`src/rtl/muldiv_pkg.sv`:
```
// muldiv_pkg: op encodings, FSM states and operand helper for the HI/LO sequencer
package muldiv_pkg;
    localparam logic [1:0] MD_MULT  = 2'b00;
    localparam logic [1:0] MD_MULTU = 2'b01;
    localparam logic [1:0] MD_DIV   = 2'b10;
    localparam logic [1:0] MD_DIVU  = 2'b11;
    localparam int DIV_ITERS = 32;
    typedef enum logic [1:0] {S_IDLE, S_MUL, S_DIV, S_SIGN} state_t;
    function automatic logic [31:0] mag(input logic [31:0] x, input logic s);
        return (s && x[31]) ? 32'(-x) : x;
    endfunction
endpackage

```
`src/rtl/muldiv_div_step.sv`:
```
// muldiv_div_step: one restoring-division iteration on {rem,quo}
module muldiv_div_step (
    input  logic [31:0] rem,
    input  logic [31:0] quo,
    input  logic [31:0] dvs,
    output logic [31:0] rem_n,
    output logic [31:0] quo_n
);
    logic [32:0] sh, diff;
    // shift next dividend bit into the remainder, keep the trial difference if non-negative
    always_comb begin
        sh    = {rem, quo[31]};
        diff  = sh - {1'b0, dvs};
        rem_n = diff[32] ? sh[31:0] : diff[31:0];
        quo_n = {quo[30:0], ~diff[32]};
    end
endmodule

```
`src/rtl/muldiv_ctrl32.sv`:
```
// muldiv_ctrl32: multi-cycle mult/div sequencer owning HI/LO; MULDIV_DIV0_TRAP_EN enables the divide-by-zero trap
module muldiv_ctrl32
    import muldiv_pkg::*;
#(
    parameter int MUL_LATENCY = 4
) (
    input  logic        clock,
    input  logic        reset,
    input  logic        start,
    input  logic [1:0]  op,
    input  logic [31:0] Ainput,
    input  logic [31:0] Binput,
    input  logic        flush,
    input  logic        mthi,
    input  logic        mtlo,
    input  logic [31:0] wdata,
    output logic [31:0] hi,
    output logic [31:0] lo,
    output logic        busy,
    output logic        done
`ifdef MULDIV_DIV0_TRAP_EN
    ,
    output logic        div0
`endif
);
    state_t      state;
    logic [4:0]  cnt;
    logic [31:0] a, b, rem, rem_n, quo_n;
    logic        sgn, neg_q, neg_r, bz;
    logic [63:0] prod;
    logic        is_div, is_signed;

    assign is_div    = op == MD_DIV || op == MD_DIVU;
    assign is_signed = op == MD_MULT || op == MD_DIV;
    assign prod      = {{32{sgn & a[31]}}, a} * {{32{sgn & b[31]}}, b};

    muldiv_div_step u_step (.rem(rem), .quo(a), .dvs(b), .rem_n(rem_n), .quo_n(quo_n));

    // sequencer: accept ops and moves in IDLE, iterate, write HI/LO on completion
    always_ff @(posedge clock or posedge reset) begin
        if (reset) begin
            state <= S_IDLE;
            hi    <= '0;
            lo    <= '0;
            busy  <= 1'b0;
            done  <= 1'b0;
            cnt   <= '0;
            a     <= '0;
            b     <= '0;
            rem   <= '0;
            sgn   <= 1'b0;
            neg_q <= 1'b0;
            neg_r <= 1'b0;
            bz    <= 1'b0;
`ifdef MULDIV_DIV0_TRAP_EN
            div0  <= 1'b0;
`endif
        end else begin
            done <= 1'b0;
`ifdef MULDIV_DIV0_TRAP_EN
            div0 <= 1'b0;
`endif
            if (state != S_IDLE && flush) begin
                state <= S_IDLE;
                busy  <= 1'b0;
            end else begin
                case (state)
                    S_IDLE: begin
                        if (start) begin
                            busy  <= 1'b1;
                            cnt   <= '0;
                            rem   <= '0;
                            sgn   <= is_signed;
                            bz    <= Binput == '0;
                            neg_q <= is_signed & (Ainput[31] ^ Binput[31]);
                            neg_r <= is_signed & Ainput[31];
                            a     <= is_div ? mag(Ainput, is_signed) : Ainput;
                            b     <= is_div ? mag(Binput, is_signed) : Binput;
                            state <= is_div ? S_DIV : S_MUL;
                        end else begin
                            if (mthi) hi <= wdata;
                            if (mtlo) lo <= wdata;
                        end
                    end
                    S_MUL: begin
                        cnt <= cnt + 5'd1;
                        if (cnt == 5'(MUL_LATENCY - 1)) begin
                            {hi, lo} <= prod;
                            done     <= 1'b1;
                            busy     <= 1'b0;
                            state    <= S_IDLE;
                        end
                    end
                    S_DIV: begin
`ifdef MULDIV_DIV0_TRAP_EN
                        if (bz) begin
                            div0  <= 1'b1;
                            done  <= 1'b1;
                            busy  <= 1'b0;
                            state <= S_IDLE;
                        end else
`endif
                        begin
                            a   <= quo_n;
                            rem <= rem_n;
                            cnt <= cnt + 5'd1;
                            if (cnt == 5'(DIV_ITERS - 1)) state <= S_SIGN;
                        end
                    end
                    S_SIGN: begin
                        lo    <= (neg_q && !bz) ? 32'(-a) : a;
                        hi    <= neg_r ? 32'(-rem) : rem;
                        done  <= 1'b1;
                        busy  <= 1'b0;
                        state <= S_IDLE;
                    end
                endcase
            end
        end
    end
endmodule

```
`config.mk`:
```
export PLATFORM = sky130hd
export DESIGN_NAME = muldiv_ctrl32
export DESIGN_NICKNAME = d
export VERILOG_FILES = /design/src/rtl/muldiv_pkg.sv /design/src/rtl/muldiv_div_step.sv /design/src/rtl/muldiv_ctrl32.sv
export SDC_FILE = /design/constraint.sdc
export NUM_CORES = 2
export LEC_CHECK = 0
export ABC_CLOCK_PERIOD_IN_PS = 10000
export CAP_MARGIN = 15
export CORE_MARGIN = 2
export CORE_UTILIZATION = 50
export DETAILED_ROUTE_END_ITERATION = 8
export PLACE_DENSITY = 0.72
export SYNTH_ARGS = -nofsm -noshare
export SYNTH_HDL_FRONTEND = slang
export SYNTH_SLANG_ARGS = --single-unit
```
`constraint.sdc`:
```
create_clock -name clock -period 10 [get_ports clock]
set_clock_uncertainty 0.15 [all_clocks]
set_input_delay 2 -clock clock [delete_from_list [all_inputs] [get_ports clock]]
set_output_delay 2 -clock clock [all_outputs]
set_load 0.05 [all_outputs]
```
==> summary.txt <==
Timing
  • Max Slew Vio Count: 0
  • Worst slew pin tran: around 1.3 ns
  • Max_slew headroom: between 10% and 20%
  • Final worst slack: 0.5600 ns
  • Setup TNS: 0 ns
  • # setup viols final: 0
  • Final hold viol count: 0
  • Post-route clock period utilization: between 90% and 100%
  • RSZ-0062 raised after global routing: no
  • Peak Freq: between 0.1 and 0.15 GHz
  • Period minus WS final: about 9.4 ns

Setup path
  • Most frequent CP cell: fa_1
  • Critical Path Sink Type: register
  • Crit Path Category: register to register
  • Critical Path Start Type: register
  • Max stage delay on crit path: 1.06 ns
  • Slowest stage cell, crit path: dfrtp_1
  • Flop2flop setup slack: about 0.56 ns
  • CP arrival: between 9 and 10 ns
  • Critical path required time: 10.28 ns
  • Crit Path Max Fanout: 18

Synth
  • Synth top area share: between 40% and 50%
  • Synth Area in XOR/XNOR: under 10%
  • Cells after Synth: roughly 5600
  • Register bit total from synthesis: ~170
  • Unique cell type count in the Yosys netlist: 75
  • Most common cell in the netlist: inv_1
  • Post-Syn Nets: 7134
  • Synth Area in Compound Gates: approximately 8.1%
  • Top cells by area, synth: fa_1, inv_1, dfrtp_1
  • Post-Synth Adder-Cell Area: 51.73%
  • EDFF count, synth: 0
  • Most instantiated cells after synthesis: inv_1, fa_1, nand2_1, and2_1, clkbuf_1
  • Post-synth top flop: dfrtp_1
  • Post-synthesis mux area share: less than 1%
  • Simple-gate portion of the synthesized area: between 15 and 20%
  • Yosys warns: 0
  • Cell taking the most area after synthesis: fa_1
  • Main combinational cell family by area after synthesis: adder cells
  • Post-synth ARST share: 100.0%
  • Register area share after synthesis: approximately 8.7%
  • Mean Syn Cell Area: between 8 and 9 sq um
  • Syn Std Cell Area: 49740 sq um

Hold path
  • Min-delay worst type: register to register

Route
  • Via density: roughly 5.7
  • DRC viols: 0
  • Pre-antenna DRT Iters: 6
  • Post-Route WL: between 150000 and 200000 microns
  • Routed Antenna Nets: 0
  • Via count: around 40000
  • Routed len/inst: between 20 and 25 microns
  • DRT iter0 DRCs: 3965

Clocking
  • Post-CTS Resized: 0
  • Htree depth: 4
  • Clock root cell: clkbuf_16
  • Max Root-Sink Buffers: 2
  • Num CTS Buffers: 17
  • CTS sink cnt: 173
  • Post-CTS Hold Buffers: 0
  • Skew-Pair Late Insertion Delay: 0.52 ns
  • Reg clk slew, reported paths: about 0.090 ns
  • Setup repair bufs after CTS: 0
  • CTS tree: built

Floorplan
  • FP Rows: 115
  • Placeable core area: just under 100000 sq um
  • Initial cell density of the core: 50.46%
  • IO Pins: 170
  • Die Wd: approximately 320 microns
  • Die H: around 320 microns
  • DIE AREA: around 100000 sq um

Final layout
  • Fin nets: approximately 7100
  • Area of the multi-input gates: ~40000 sq um
  • Register area: between 4000 and 5000 sq um
  • FILL cells: between 8000 and 9000
  • Layout cells sized above 1: 3.662%
  • Synthesis-to-layout area growth: 7.531%

Global routing
  • First-pass GRT wire length: 247400 microns
  • Initial antenna violation count: 8
  • Vias in the first global route: about 42000
  • Largest net degree at the start of global routing: 92
  • Global route overflow: 0
  • Gr usage total: 32.23%

Place
  • Setup slack at placement: just under 0.7 ns
  • Gpl congestion: 0.9671
  • Hpwl dp: approximately 130000 microns
  • Port bufs: roughly 170

Status
  • Outcome: complete, no violations

Run
  • Max Cap Viol: 0
## kinds of logic (layout without fill, tap and decap cells)
logic type,Yosys count,count (layout)
compound gates,641,641
xor+xnor,216,216
fa+ha+maj,1381,1381
buf+inv,1520,1524
flops,173,173
mux,36,36
other cells,0,5
simple gates,1682,1682
## worst max-delay path: cells and delay by family (launching register included)
kind                     cells  cell delay [ns]
AND/OR/NAND/NOR              5             1.13
flip-flops                   1             1.06
adder cells (fa/ha/maj)      9             4.42
XOR/XNOR                     1             0.42
AO/OA/AOI/OAI                5             1.37
buffers and inverters        8             0.75
## final timing paths
path,startpoint,endpoint,cells after the start
max in group asynchronous,reset,a[23],4
hold reg to reg,cnt[0],cnt[0],1
hold / removal,cnt[0],cnt[0],1
setup reg to reg,a[11],hi[7],28
min in group asynchronous,reset,lo[15],2
setup / recovery,a[11],hi[7],28
## per-layer routing
| metal | vias up | global-route usage (%) | wire length [microns] |
|---|---|---|---|
| met5 | - | 0 | 17 |
| met4 | 4 | 15.82 | 9417 |
| met3 | 449 | 5.925 | 14120 |
| met2 | 2013 | 52.39 | 73950 |
| met1 | 20400 | 41.62 | 60840 |
| li1 | 17000 | - | - |
## area by class of cell
class | count | area share (%)
Timing Repair Buffer | 306 | 5.088
Sequential cell | 173 | 8.101
Tap cell | 1287 | 3.011
Antenna cell | 5 | 0.02339
Clock buffer | 18 | 0.8024
Multi-Input combinational cell | 3956 | 74.31
Inverter | 1186 | 8.333
Clock inverter | 14 | 0.3345
## flip-flops by register name, summed over array words and instances, names as in the netlist, 2 cells and up
name   flops
a         32
b         32
hi        32
lo        32
rem       32
cnt        5
state      2
## metrics by stage
stage,utilization [%],area [sq um],hold slack [ns],cells
after floorplan,-,49740,0.3072,5649
after global placement,53.62,52850,0.3508,6906
after detailed placement,53.62,52850,0.3663,6906
after CTS,54.24,53460,0.3843,6938
after global routing,54.26,53480,0.3944,6943
final,54.26,53490,0.3799,6945
## placed cells by master, fill, tap and decap left out, types with 11 or more instances in the layout
master,n
a21oi_1,163
o21ai_0,171
a31oi_1,46
nor3_1,32
o21a_1,12
nand2_1,923
buf_4,135
o41ai_1,13
o31ai_1,33
inv_1,1184
and3_1,34
fa_1,1126
xnor2_1,147
nand2b_1,11
xor2_1,68
a221oi_1,32
or3_1,18
or4_1,12
a22oi_1,33
nor4_1,16
ha_1,252
and2_1,299
clkbuf_16,17
mux2i_1,35
a21o_1,38
nor2b_1,21
nand3_1,34
nor2_1,225
nand4_1,20
o22ai_1,16
clkdlybuf4s50_1,169
dfrtp_1,170
Power is not shown: default switching activity piles up to over one toggle a cycle in this logic, so the estimate is an artifact.
